--- src/rtl/cmp_seq_ctrl_if.sv ---
// Handshake and result bundle for cmp_seq_ctrl.
// The master side is the producer/consumer. The slave side is the sequencer.
interface cmp_seq_ctrl_if #(
    parameter int WIDTH = 8,
    parameter int WORDS = 4
);
    logic                     in_valid;
    logic                     in_ready;
    logic [WIDTH*WORDS-1:0]   a;
    logic [WIDTH*WORDS-1:0]   b;
    logic                     out_valid;
    logic                     out_ready;
    logic                     agtb;
    logic                     altb;
    logic                     aeqb;
    logic [$clog2(WORDS):0]   words_used;
    logic                     busy;

    modport master (
        output in_valid, a, b, out_ready,
        input  in_ready, out_valid, agtb, altb, aeqb, words_used, busy
    );

    modport slave (
        input  in_valid, a, b, out_ready,
        output in_ready, out_valid, agtb, altb, aeqb, words_used, busy
    );
endinterface

--- src/rtl/cmp_seq_ctrl.sv ---
// cmp_seq_ctrl: walks one WIDTH-bit comparator over WORDS words, MSW first,
// and stops at the first word that differs. The result is a registered,
// one-hot gt/lt/eq flag.
// Optional build macro CMP_SEQ_SIGNED_EN: the MSW is compared as two's
// complement. Lower words are always compared unsigned.
module cmp_seq_ctrl #(
    parameter int WIDTH = 8,
    parameter int WORDS = 4
) (
    input  logic          clk,
    input  logic          reset_n,
    cmp_seq_ctrl_if.slave bus
);
    localparam int IDXW = (WORDS > 1) ? $clog2(WORDS) : 1;
    localparam int CNTW = $clog2(WORDS) + 1;

    typedef enum logic [1:0] {IDLE, CMP, DONE} state_t;

    state_t                       state_q, state_d;
    logic [WORDS-1:0][WIDTH-1:0]  a_q, a_d, b_q, b_d;
    logic [IDXW-1:0]              idx_q, idx_d;
    logic [CNTW-1:0]              cnt_q, cnt_d;
    logic                         agtb_q, agtb_d, altb_q, altb_d, aeqb_q, aeqb_d;

    logic [WIDTH-1:0]             wa, wb;
    logic                         wlt;

    assign wa = a_q[idx_q];
    assign wb = b_q[idx_q];

`ifdef CMP_SEQ_SIGNED_EN
    // The sign bit lives only in the MSW, which is always the first word compared.
    logic msw;
    assign msw = (idx_q == IDXW'(WORDS-1));
    assign wlt = msw ? ($signed(wa) < $signed(wb)) : (wa < wb);
`else
    assign wlt = (wa < wb);
`endif

    // State and datapath registers. Reset discards any compare in flight.
    always_ff @(posedge clk or negedge reset_n) begin
        if (!reset_n) begin
            state_q <= IDLE;
            a_q     <= '0;
            b_q     <= '0;
            idx_q   <= '0;
            cnt_q   <= '0;
            agtb_q  <= 1'b0;
            altb_q  <= 1'b0;
            aeqb_q  <= 1'b0;
        end else begin
            state_q <= state_d;
            a_q     <= a_d;
            b_q     <= b_d;
            idx_q   <= idx_d;
            cnt_q   <= cnt_d;
            agtb_q  <= agtb_d;
            altb_q  <= altb_d;
            aeqb_q  <= aeqb_d;
        end
    end

    // Next state: capture in IDLE, compare one word per CMP cycle, hold in DONE.
    always_comb begin
        state_d = state_q;
        a_d     = a_q;
        b_d     = b_q;
        idx_d   = idx_q;
        cnt_d   = cnt_q;
        agtb_d  = agtb_q;
        altb_d  = altb_q;
        aeqb_d  = aeqb_q;
        case (state_q)
            IDLE: begin
                if (bus.in_valid) begin
                    a_d     = bus.a;
                    b_d     = bus.b;
                    idx_d   = IDXW'(WORDS-1);
                    cnt_d   = '0;
                    state_d = CMP;
                end
            end
            CMP: begin
                cnt_d = cnt_q + CNTW'(1);
                if (wa != wb) begin
                    altb_d  = wlt;
                    agtb_d  = !wlt;
                    aeqb_d  = 1'b0;
                    state_d = DONE;
                end else if (idx_q == '0) begin
                    altb_d  = 1'b0;
                    agtb_d  = 1'b0;
                    aeqb_d  = 1'b1;
                    state_d = DONE;
                end else begin
                    idx_d = idx_q - IDXW'(1);
                end
            end
            DONE: begin
                if (bus.out_ready) state_d = IDLE;
            end
            default: state_d = IDLE;
        endcase
    end

    assign bus.in_ready   = (state_q == IDLE);
    assign bus.out_valid  = (state_q == DONE);
    assign bus.busy       = (state_q != IDLE);
    assign bus.agtb       = agtb_q;
    assign bus.altb       = altb_q;
    assign bus.aeqb       = aeqb_q;
    assign bus.words_used = cnt_q;
endmodule
--- src/flat_wrapper.sv ---
// flat-port wrapper written by rule: the top's interface ports become plain ports
module cmp_seq_ctrl_flat 
#(
    parameter int WIDTH = 8,
    parameter int WORDS = 4
)
  (clk, reset_n, bus_in_valid, bus_a, bus_b, bus_out_ready, bus_in_ready, bus_out_valid, bus_agtb, bus_altb, bus_aeqb, bus_words_used, bus_busy);
  cmp_seq_ctrl_if #(.WIDTH(WIDTH), .WORDS(WORDS)) bus_i ();
  input  logic clk;
  input  logic reset_n;
  input wire logic [$bits(bus_i.in_valid)-1:0] bus_in_valid;
  input wire logic [$bits(bus_i.a)-1:0] bus_a;
  input wire logic [$bits(bus_i.b)-1:0] bus_b;
  input wire logic [$bits(bus_i.out_ready)-1:0] bus_out_ready;
  output wire logic [$bits(bus_i.in_ready)-1:0] bus_in_ready;
  output wire logic [$bits(bus_i.out_valid)-1:0] bus_out_valid;
  output wire logic [$bits(bus_i.agtb)-1:0] bus_agtb;
  output wire logic [$bits(bus_i.altb)-1:0] bus_altb;
  output wire logic [$bits(bus_i.aeqb)-1:0] bus_aeqb;
  output wire logic [$bits(bus_i.words_used)-1:0] bus_words_used;
  output wire logic [$bits(bus_i.busy)-1:0] bus_busy;
  assign bus_i.in_valid = bus_in_valid;
  assign bus_i.a = bus_a;
  assign bus_i.b = bus_b;
  assign bus_i.out_ready = bus_out_ready;
  assign bus_in_ready = bus_i.in_ready;
  assign bus_out_valid = bus_i.out_valid;
  assign bus_agtb = bus_i.agtb;
  assign bus_altb = bus_i.altb;
  assign bus_aeqb = bus_i.aeqb;
  assign bus_words_used = bus_i.words_used;
  assign bus_busy = bus_i.busy;
  cmp_seq_ctrl #(.WIDTH(WIDTH), .WORDS(WORDS)) u_core (.clk(clk), .reset_n(reset_n), .bus(bus_i));
endmodule
--- config.mk ---
export PLATFORM = sky130hd
export DESIGN_NAME = cmp_seq_ctrl_flat
export DESIGN_NICKNAME = d
export VERILOG_FILES = /design/src/rtl/cmp_seq_ctrl_if.sv /design/src/rtl/cmp_seq_ctrl.sv /design/src/flat_wrapper.sv
export SDC_FILE = /design/constraint.sdc
export NUM_CORES = 1
export LEC_CHECK = 0
export ABC_CLOCK_PERIOD_IN_PS = 4000
export BUFFER_PORTS_ARGS = -buffer_cell sky130_fd_sc_hd__buf_2
export CAP_MARGIN = 10
export CORE_MARGIN = 2
export CORE_UTILIZATION = 54
export CTS_CLUSTER_DIAMETER = 100
export CTS_CLUSTER_SIZE = 25
export DETAILED_ROUTE_END_ITERATION = 8
export PLACE_DENSITY = 0.86
export SYNTH_ARGS = -nofsm -noshare
export SYNTH_HDL_FRONTEND = slang
export SYNTH_SLANG_ARGS = --single-unit
--- constraint.sdc ---
create_clock -name clk -period 4 [get_ports clk]
set_clock_uncertainty 0.05 [all_clocks]
set_input_delay 0.6 -clock clk [delete_from_list [all_inputs] [get_ports clk]]
set_output_delay 0.6 -clock clk [all_outputs]
set_load 0.1 [all_outputs]
======== After elaboration in Yosys (flattened, before gate mapping) ========
Index checks and enable logic that the tools add are counted.
storage, ports and cells
  register bits after elaboration ......... 74
  output and inout port bits .............. 9
  word-level logic and storage cells ...... 57
cells by class
  $add $sub $neg .......................... 2
  magnitude comparators ................... 2
  equal/unequal tests ..................... 8
  multiplexer cells ....................... 20
  reductions and logical operators ........ 11
operator list
  cell                                                 number
  binary-select mux 8 bit (select 2 bit)               2
  2-to-1 mux 8 bit                                     2
  2-to-1 mux 2 bit                                     7
  < comparator 8 bit                                   1
  != test 2 bit, second input constant                 4
  != test 8 bit                                        1
  one-hot mux 2 bit (3 select lines)                   1
  one-hot mux 3 bit (2 select lines)                   1
  AND reduction 2 bit                                  3
  nonzero test 2 bit                                   3
  2-to-1 mux 1 bit                                     5
  logical NOT 2 bit                                    2
  one-hot mux 2 bit (2 select lines)                   1
  AND reduction 4 bit                                  1
  adder 3 x 1 -> 3 bit, second input constant          1
  < comparator 2 x 3 -> 1 bit, second input constant   1
  2-to-1 mux 3 bit                                     1
  != test 3 x 1 -> 1 bit, second input constant        1
  AND reduction 3 bit                                  1
  equality test 2 x 1 -> 1 bit, second input constant  1
  equality test 2 bit, second input constant           1
  subtractor 2 x 1 -> 2 bit, second input constant     1
  logical NOT 1 bit                                    1

======== Logic depth before layout (Yosys ltp) ========
Gate-level depths: netlist of run 1.
  word-level depth ........................ 5
  depth in mapped cells ................... 8
  depth with buffers taken out ............ 7

======== Worst setup path after synthesis of run 1 ========
No wires, ideal clock.
  path kind ............................... reg-to-output
  start ................................... register u_core.state_q[0]
  end ..................................... output bus_busy
  arrival ................................. 1994 ps
  slack ................................... 1356 ps
  cell stages (with the launch flop) ...... 3
  buffers on the path ..................... 0
  cell sequence ........................... dfrtp_1 -> nor2_2 -> inv_1
on the way
  word-level cells in the longest chain between the ends .. 1
RTL lines
  item                    line                 source
  start, declared         cmp_seq_ctrl.sv:19   state_t state_q, state_d;
  start signal, assigned  cmp_seq_ctrl.sv:52   state_q <= state_d;
  nonzero test 2 bit      cmp_seq_ctrl.sv:108  assign bus.busy = (state_q != IDLE);
  end, declared           flat_wrapper.sv:21   output wire logic [$bits(bus_i.busy)-1:0] bus_busy;
No other way between the ends.

======== Worst setup path in the final report of run 1 ========
  start ................................... register u_core.idx_q[0]
  end ..................................... register u_core.agtb_q, in the netlist u_core.bus.agtb
on the way
  word-level cells in the longest chain between the ends .. 5
  elaborated cells on any way between the ends .. 11
  those cells by class .................... order compare (1); eq/ne (1); mux (5); reduce/logical (4)
RTL lines
  item                                                              line                                    source
  start, declared                                                   cmp_seq_ctrl.sv:21                      logic [IDXW-1:0] idx_q, idx_d;
  start signal, assigned                                            cmp_seq_ctrl.sv:55                      idx_q <= idx_d;
  binary-select mux 8 bit (select 2 bit), on equally long branches  cmp_seq_ctrl.sv:28, cmp_seq_ctrl.sv:29
  2-to-1 mux 8 bit, on equally long branches                        cmp_seq_ctrl.sv:28, cmp_seq_ctrl.sv:29
  < comparator 8 bit / != test 8 bit (equally long branches)        cmp_seq_ctrl.sv:37, cmp_seq_ctrl.sv:85
  logical NOT 1 bit / nonzero test 2 bit (equally long branches)    -
  2-to-1 mux 1 bit / AND reduction 2 bit (equally long branches)    -
  end signal, assigned                                              cmp_seq_ctrl.sv:57                      agtb_q <= agtb_d;
  end, declared                                                     cmp_seq_ctrl.sv:23                      logic agtb_q, agtb_d, altb_q, altb_d, aeqb_q, aeqb_d;
Several ways; a longest one is shown, not always the timed one. The select of a mux whose other input is x is not followed.
A chain may end at the register's enable or synchronous reset.

==> results.sh, run 1 <==
export IMPL_final_nets=384
export IMPL_ir_worst_vdd_mv=0.529
export IMPL_slew_headroom=0.314
export IMPL_tightest_slew_ns=1.03
export IMPL_synth_edff_count=0
export IMPL_synthCells=229
export IMPL_yosysTopAreaCellShare=0.514
export IMPL_synth_nets=307
export IMPL_synth_top_cells_by_area="dfrtp_1 51%, mux2_4 16%, mux4_2 10%"
export IMPL_io_pins=77
export IMPL_post_route_period_util=0.730
export IMPL_startpoint_type="flop"
export IMPL_yosysTopAreaCell="dfrtp_1"
export IMPL_portBuffers=76
export IMPL_rsz0062_at_grt="no"
export IMPL_numCtsBuffers=9
export IMPL_vias=2153
export IMPL_areaGrowthSynthToFinish_pct=18.4
export IMPL_pre_cts_ws_ns=1.14
export IMPL_finalSetupTns_ns=0
export IMPL_ys_warn_count=0
export IMPL_start_util=0.565
export IMPL_fin_crit_ns=2.92
export IMPL_syn_area_per_cell_um2=15.7
export IMPL_async_flop_share=1.00
export IMPL_crit_fanout=11
export IMPL_post_cts_buffers=0
export IMPL_ant_nets=0
export IMPL_num_antenna_cells=0
export IMPL_ctsResizeCount=0
export IMPL_layout_drive_gt1_share=0.566
export IMPL_htreeDepth=3
export IMPL_routed_via_density=5.55
export IMPL_dp_final_hpwl_um=4990
export IMPL_gr_usage_all_layers=0.211
export IMPL_p_leak_nw=2.09
export IMPL_cp_required_ns=4.20
export IMPL_path_class="reg -> reg"
export IMPL_grt_pass1_vias=2377
export IMPL_routedWlPerCell_um=18.1
export IMPL_p_per_area_mw_per_mm2=853
export IMPL_drtIter0Drc=144
export IMPL_fmax_ghz=0.342
export IMPL_core_rowCount=29
export IMPL_setup_viol=0
export IMPL_synthFlopType="dfrtp_1"
export IMPL_synth_seq_cells=74
export IMPL_antenna_found_initial=0
export IMPL_core_mm2=0.00639
export IMPL_final_hold_violation_count=0
export IMPL_grt_pass1_wl_um=11700
export IMPL_min_path_type="in -> async"
export IMPL_utilization=0.668
export IMPL_firstDrtPassIters=4
export IMPL_die_h_um=85.7
export IMPL_slew_viol_final=0
export IMPL_ctsHoldBuffers=0
export IMPL_cts_num_sinks=74
export IMPL_place_congestion=0.851
export IMPL_layout_setup_ws_ns=1.08
export IMPL_status="completed"
export IMPL_clock_latency_ns=0.35
export IMPL_critPathCaptureType="flop"
export IMPL_die_x_um=85.7
export IMPL_post_synth_num_cell_types=32
export IMPL_routed_wl_um=7010
export IMPL_drcViolationCount=0
export IMPL_crit_arrival_ns=3.12
export IMPL_clockRootBuffer="clkbuf_8"
export IMPL_grt_overflow=0
export IMPL_cts_tree="yes"
export IMPL_maxCapViolations=0
export IMPL_dieArea_mm2=0.00735
export IMPL_synth_cell_area_mm2=0.00361
export IMPL_yosysSeqAreaShare=0.514
export IMPL_grt_max_degree=75
export IMPL_clk_pin_slew_worst_paths_ns=0.08
export IMPL_cts_max_path_buffers=2
## stage by stage
stage | hold WS, ns | instance area, um2 | power [mW] | instances
after floorplan | 0.254 | 3610 | 2.56 | 229
after global placement | 0.436 | 4000 | 2.80 | 372
after detailed placement | 0.440 | 4000 | 2.88 | 372
after CTS | 0.362 | 4270 | 3.65 | 388
after global routing | 0.381 | 4270 | 3.83 | 388
final | 0.319 | 4270 | 3.64 | 388
## logic make-up after synthesis
kind of cell	Yosys count	share of synthesized area
compound gates	16	0.0312
fa+ha+maj	10	0.0347
buf+inv	24	0.0389
flops	74	0.514
mux	83	0.348
simple gates	22	0.0333
## final cells by class
cell class,count,area (um2)
Timing Repair Buffer,77,390
Fill cell,440,2120
Clock buffer,11,141
Multi-Input combinational cell,131,1610
Clock inverter,5,125
Sequential cell,74,1850
Inverter,13,48.8
Tap cell,77,96.3
## path summary, 6_finish.rpt
kind	to	slack, ns	cells after the start	from
hold reg to reg	u_core.b_q[31]	0.46	1	u_core.b_q[31]
setup / recovery	u_core.bus.agtb	1.08	7	u_core.idx_q[0]
hold / removal	u_core.a_q[13]	0.32	1	reset_n
min in group clk	u_core.state_q[1]	0.39	2	bus_out_ready
setup reg to reg	u_core.bus.agtb	1.08	7	u_core.idx_q[0]
max in group asynchronous	u_core.b_q[10]	2.98	1	reset_n
## cell usage in the layout (no fill, tap or decap), types with 2 or more instances in the layout
cell type,n
clkbuf_8,10
mux4_2,16
buf_2,75
nor2_1,5
mux2_2,28
nand4_1,2
ha_1,10
buf_4,2
nand2b_1,3
dfrtp_1,74
bufinv_16,4
mux2_4,38
a22o_1,3
o21ai_0,4
inv_1,13
a21oi_1,2
nand2_1,4
## registers in the layout (all words and copies together) (netlist names)
signal and flops:
u_core.idx_q 2, u_core.state_q 2, u_core.bus.aeqb 1, u_core.bus.agtb 1, u_core.bus.altb 1, u_core.a_q 32
u_core.bus.words_used 3, u_core.b_q 32
## critical path, stage by stage (launching register included)
cell and delay, ns:
dfrtp_1 0.74, buf_4 0.33, mux4_2 0.53, ha_1 0.29
nand4_1 0.17, o31ai_1 0.44, nand2_1 0.13, o211ai_1 0.14
## where the power goes
part | switching (mW) | internal [mW]
Sequential | 0.231 | 1.11
Combinational | 0.744 | 0.778
Clock | 0.278 | 0.494
## layer usage
metal,vias up,track usage,part of all wire
met4,0,0.0851,0.026
met2,58,0.342,0.52
li1,992,-,-
met5,-,0,0
met1,1085,0.277,0.41
met3,18,0.0500,0.043
## cell usage after synthesis, types with 2 or more instances
| cell type | instances |
|---|---|
| a21oi_1 | 2 |
| a22o_1 | 3 |
| buf_2 | 4 |
| buf_4 | 2 |
| buf_6 | 5 |
| dfrtp_1 | 74 |
| ha_1 | 10 |
| inv_1 | 13 |
| mux2_2 | 28 |
| mux2_4 | 38 |
| mux4_2 | 16 |
| nand2_1 | 4 |
| nand2b_1 | 3 |
| nand4_1 | 2 |
| nor2_1 | 5 |
| o21ai_0 | 4 |
Power figures use the tool's default switching activity.
==> run 2: changes to the inputs <==
- ABC_AREA: default -> 1
- ABC_CLOCK_PERIOD_IN_PS: 4000 -> 2300
- CORE_UTILIZATION: 54 -> 49
- PLACE_DENSITY: 0.86 -> 0.83
- clock period: 4 -> 2.3 ns (I/O delays scaled with it)
==> results.sh, run 2 <==
export IMPL_crit_buf_inv=2
export IMPL_htreeDepth=3
export IMPL_drcViolationCount=0
export IMPL_startpoint_type="flop"
export IMPL_p_leak_nw=2.05
export IMPL_gr_usage_all_layers=0.199
export IMPL_status="completed"
export IMPL_worstRegToRegCells=11
export IMPL_async_flop_share=1.00
export IMPL_cp_cell_sequence="inv_1 -> buf_6 -> nand2_1 -> a32o_1 -> ha_1 -> nand2_1 -> nor2_1 -> nand2_1 -> nor2_1 -> o21ai_0 -> nand2_1"
export IMPL_dpl_cell_area_mm2=0.00403
export IMPL_syn_area_per_cell_um2=11.5
export IMPL_vias=2540
export IMPL_utilization=0.615
export IMPL_firstDrtPassIters=4
export IMPL_ir_worst_vdd_mv=0.628
export IMPL_core_rowCount=30
export IMPL_cts_num_sinks=74
export IMPL_synthFlopType="dfrtp_1"
export IMPL_antenna_found_initial=0
export IMPL_path_class="reg -> reg"
export IMPL_layout_drive_gt1_share=0.431
export IMPL_min_path_type="in -> reg"
export IMPL_clock_latency_ns=0.36
export IMPL_dp_final_hpwl_um=5290
export IMPL_startpoint="u_core.idx_q[0]"
export IMPL_worst_path_largest_cell_delay_ns=0.40
export IMPL_ys_warn_count=0
export IMPL_dieArea_mm2=0.00791
export IMPL_grt_max_degree=39
export IMPL_synth_most_common_cell="dfrtp_1"
export IMPL_routed_wl_um=7290
export IMPL_die_h_um=89.0
export IMPL_post_cts_buffers=0
export IMPL_drtIter0Drc=182
export IMPL_final_cell_mix="75 x buf_2, 74 x dfrtp_1, 48 x mux2_2"
export IMPL_core_mm2=0.00691
export IMPL_cp_endpoint="u_core.bus.agtb"
export IMPL_r2r_setup_slack_ns=0.21
export IMPL_final_nets=465
export IMPL_synthCells=308
export IMPL_final_hold_violation_count=0
export IMPL_cp_common_cell="nand2_1"
export IMPL_setup_viol=0
export IMPL_clk_pin_slew_worst_paths_ns=0.08
export IMPL_synth_edff_count=0
export IMPL_finalSetupTns_ns=0
export IMPL_routed_via_density=5.20
export IMPL_clockRootBuffer="clkbuf_8"
export IMPL_maxCapViolations=0
export IMPL_areaGrowthSynthToFinish_pct=20.0
export IMPL_layout_commonest_cell="buf_2"
export IMPL_synth_nets=386
export IMPL_fmax_ghz=0.479
export IMPL_tightest_slew_ns=0.501
export IMPL_post_route_period_util=0.908
export IMPL_critPathSlowestCell="dfrtp_1"
export IMPL_grt_pass1_wl_um=11800
export IMPL_critPathCaptureType="flop"
export IMPL_fillCellCount=604
export IMPL_hold_slack_ns=0.125
export IMPL_grt_pass1_vias=2497
export IMPL_crit_family="simple AND/OR/NAND/NOR gates"
export IMPL_numCtsBuffers=9
export IMPL_timing_rr_end="u_core.bus.agtb"
export IMPL_crit_fanout=22
export IMPL_portBuffers=76
export IMPL_die_x_um=89.0
export IMPL_start_util=0.512
export IMPL_rsz0062_at_grt="no"
export IMPL_synth_top_cells_by_area="dfrtp_1 52%, mux2_2 15%, mux2_4 6.8%"
export IMPL_reg2reg_from="u_core.idx_q[0]"
export IMPL_cp_required_ns=2.54
export IMPL_yosysTopAreaCell="dfrtp_1"
export IMPL_slew_viol_final=0
export IMPL_synth_cell_area_mm2=0.00354
export IMPL_post_synth_num_cell_types=20
export IMPL_p_per_area_mw_per_mm2=1590
export IMPL_cts_tree="yes"
export IMPL_place_congestion=0.860
export IMPL_synth_commonest_cells="74 x dfrtp_1, 48 x mux2_2, 47 x nand2_1"
export IMPL_io_pins=77
export IMPL_grt_overflow=0
export IMPL_yosysTopAreaCellShare=0.524
export IMPL_slew_headroom=0.666
export IMPL_crit_arrival_ns=2.33
export IMPL_fin_crit_ns=2.09
export IMPL_routedWlPerCell_um=14.9
export IMPL_yosysSeqAreaShare=0.524
export IMPL_cts_max_path_buffers=2
export IMPL_num_antenna_cells=0
export IMPL_worstSetupPathDepth=11
export IMPL_synth_seq_cells=74
export IMPL_final_cell_area_mm2=0.00425
export IMPL_ant_nets=0
export IMPL_power_mw=6.75
run 2: where the power goes:
group,switching [mW],total [mW],internal (mW),leakage (nW)
clock,0.486,0.984,0.498,0.0954
sequential,0.411,2.37,1.96,0.873
combinational,1.94,3.40,1.46,1.09
run 2: cells by family after synthesis:
kind of cell / synth area share
buf+inv: 0.0400
fa+ha+maj: 0.0354
simple gates: 0.0891
flops: 0.524
mux: 0.221
compound gates: 0.0913
run 2: timing repair:
| action | CTS | global route |
|---|---|---|
| hold buffers | 1 | 0 |
| endpoints found under the hold margin | 37 | 0 |
| gates resized for setup | 0 | 4 |
| endpoints found under the setup margin | 0 | 5 |
run 2: per-stage QoR:
stage,setup slack [ns],cells
final,0.212,488
after global routing,0.0480,488
after CTS,0.137,488
after detailed placement,0.165,471
after global placement,0.248,471
after floorplan,0.119,308
run 2: cell type report:
cell class | instances | area, um2 | share of cell area
Sequential cell | 74 | 1850 | 0.436
Multi-Input combinational cell | 205 | 1550 | 0.365
Timing Repair Buffer | 85 | 482 | 0.113
Clock buffer | 9 | 124 | 0.0292
Tap cell | 96 | 120 | 0.0283
Clock inverter | 7 | 68.8 | 0.0162
Inverter | 12 | 47.5 | 0.0112
run 2: worst min-delay path by stage:
stage,endpoint,depth (start not counted),startpoint,slack (ns)
2_1_floorplan,u_core.a_q[0],0,reset_n,-0.0006
3_3_place_gp,u_core.b_q[28],1,reset_n,0.29
3_5_place_dp,u_core.b_q[29],1,reset_n,0.30
4_1_cts,u_core.state_q[1],2,bus_out_ready,0.12
5_1_grt,u_core.state_q[1],2,bus_out_ready,0.14
6_report,u_core.state_q[1],2,bus_out_ready,0.13
run 2: layer usage:
layer | track usage | vias up | wire (um)
met3 | 0.0619 | 12 | 421
met5 | 0 | - | 0
met4 | 0.0624 | 0 | 141
met1 | 0.267 | 1214 | 3230
met2 | 0.314 | 79 | 3500
li1 | - | 1235 | -
run 2: worst reg2reg max path: cells and delay by family (launching register included):
family                   cells  cell delay (ns)
AND/OR/NAND/NOR              6             0.64
buffers and inverters        2             0.28
AO/OA/AOI/OAI                2             0.34
adder cells (fa/ha/maj)      1             0.30
flip-flops                   1             0.40
==> run 3: changes to the inputs <==
- ABC_CLOCK_PERIOD_IN_PS: 2300 -> default
- CELL_PAD_IN_SITES_DETAIL_PLACEMENT: default -> 2
- CELL_PAD_IN_SITES_GLOBAL_PLACEMENT: default -> 2
- CORE_UTILIZATION: 49 -> 31
- PLACE_DENSITY: 0.83 -> 0.81
- SKIP_LAST_GASP: default -> 1
==> results.sh, run 3 (same netlist as run 2, synthesis figures left out) <==
export IMPL_grt_max_degree=75
export IMPL_critPathCaptureType="flop"
export IMPL_cts_tree="yes"
export IMPL_path_class="reg -> reg"
export IMPL_firstDrtPassIters=4
export IMPL_core_rowCount=39
export IMPL_slew_headroom=0.365
export IMPL_ir_worst_vdd_mv=1.22
export IMPL_ctsHoldBuffers=0
export IMPL_clockRootBuffer="clkbuf_16"
export IMPL_cp_cell_sequence="inv_1 -> buf_4 -> nand2_1 -> a32o_1 -> ha_1 -> nand2_1 -> nor2_2 -> nand3_2 -> nand2_1 -> nand2_1 -> nand2_1"
export IMPL_p_per_area_mw_per_mm2=1670
export IMPL_core_mm2=0.0113
export IMPL_startpoint_type="flop"
export IMPL_routed_via_density=4.89
export IMPL_cts_num_sinks=74
export IMPL_gr_usage_all_layers=0.159
export IMPL_drtIter0Drc=69
export IMPL_min_path_type="in -> async"
export IMPL_crit_arrival_ns=2.37
export IMPL_antenna_found_initial=0
export IMPL_htreeDepth=3
export IMPL_vias=2604
export IMPL_areaGrowthSynthToFinish_pct=23.3
export IMPL_num_antenna_cells=0
export IMPL_fin_crit_ns=2.15
export IMPL_finalSetupTns_ns=0
export IMPL_crit_fanout=13
export IMPL_die_h_um=111
export IMPL_ant_nets=0
export IMPL_cp_common_cell="nand2_1"
export IMPL_final_nets=463
export IMPL_post_cts_buffers=0
export IMPL_cp_required_ns=2.53
export IMPL_grt_overflow=0
export IMPL_grt_pass1_wl_um=15500
export IMPL_tightest_slew_ns=0.952
export IMPL_maxCapViolations=0
export IMPL_fmax_ghz=0.466
export IMPL_cts_max_path_buffers=2
export IMPL_layout_commonest_cell="buf_2"
export IMPL_critPathSlowestCell="dfrtp_1"
export IMPL_die_x_um=111
export IMPL_routed_wl_um=9320
export IMPL_place_congestion=0.713
export IMPL_clock_latency_ns=0.34
export IMPL_dp_final_hpwl_um=6840
export IMPL_power_mw=7.28
export IMPL_worst_path_largest_cell_delay_ns=0.40
export IMPL_start_util=0.314
export IMPL_r2r_setup_slack_ns=0.15
export IMPL_numCtsBuffers=9
export IMPL_grt_pass1_vias=2939
export IMPL_rsz0062_at_grt="no"
export IMPL_clk_pin_slew_worst_paths_ns=0.06
export IMPL_status="completed"
export IMPL_setup_viol=0
export IMPL_drcViolationCount=0
export IMPL_slew_viol_final=0
export IMPL_final_cell_mix="75 x buf_2, 74 x dfrtp_1, 48 x mux2_2"
export IMPL_routedWlPerCell_um=17.5
export IMPL_portBuffers=76
export IMPL_final_hold_violation_count=0
export IMPL_layout_drive_gt1_share=0.428
export IMPL_dieArea_mm2=0.0123
export IMPL_post_route_period_util=0.934
export IMPL_io_pins=77
export IMPL_p_leak_nw=2.08
run 3: cell types whose count changed in the layout (fill, tap and decap cells not counted):
cell	previous run	this run
dlygate4sd3_1	1	0
clkbuf_16	0	9
clkbuf_1	0	3
nand3_1	4	3
clkinvlp_4	2	0
nand3_2	0	1
bufinv_16	1	0
nor2_1	23	22
clkbuf_8	9	1
buf_6	1	2
buf_12	2	1
inv_6	1	0
nor2_4	2	3
buf_4	6	5
run 3: repair_timing:
item | in CTS | in global routing
endpoints found under the setup margin | 5 | 5
gates resized for setup | 2 | 5
pin swaps | 0 | 0
run 3: per-stage QoR:
| stage | hold slack [ns] | util | instance area (um2) | instances | worst slack (ns) |
|---|---|---|---|---|---|
| 2_1_floorplan | -0.000591 | - | 3540 | 308 | 0.119 |
| 3_3_place_gp | 0.401 | 0.361 | 4070 | 517 | 0.195 |
| 3_5_place_dp | 0.412 | 0.361 | 4070 | 517 | -0.0884 |
| 4_1_cts | 0.155 | 0.385 | 4340 | 533 | 0.0243 |
| 5_1_grt | 0.177 | 0.387 | 4360 | 533 | 0.00495 |
| 6_report | 0.112 | 0.387 | 4360 | 533 | 0.153 |
run 3: metal layers:
metal  vias to the layer above  routed length (um)  global-route usage
met3                        12                 313              0.0317
met1                      1319                3880               0.191
met2                        52                5000               0.287
li1                       1221                   -                   -
met4                         0                 116              0.0500
met5                         -                   0                   0
run 3: where the power goes:
part | switching, mW | leakage [nW] | internal (mW)
sequential | 0.451 | 0.873 | 1.96
clock | 0.521 | 0.133 | 0.755
combinational | 2.10 | 1.07 | 1.49
total | 3.07 | 2.08 | 4.20
run 3: final cells by class:
cell class	count	area (um2)
clock inverter	3	15.0
inverter	12	47.5
multi-input combinational	205	1560
tap	143	179
clock buffer	13	250
timing repair buffer	83	455
fill	1208	6910
sequential	74	1850
run 3: final timing paths:
path | start | endpoint | cells after the start
setup / recovery | u_core.idx_q[0] | u_core.idx_q[0] | 11
hold / removal | reset_n | u_core.bus.words_used[2] | 1
setup reg to reg | u_core.idx_q[0] | u_core.idx_q[0] | 11
hold reg to reg | u_core.bus.words_used[2] | u_core.bus.words_used[2] | 1
max in group asynchronous | reset_n | u_core.b_q[27] | 1
min in group clk | bus_out_ready | u_core.state_q[1] | 2
run 3: worst max-delay path: cells and delay by family, from the launching register on:
family,cells,cell delay [ns]
flops,1,0.40
buf+inv,2,0.29
compound gates,1,0.23
fa+ha+maj,1,0.29
simple gates,7,0.82
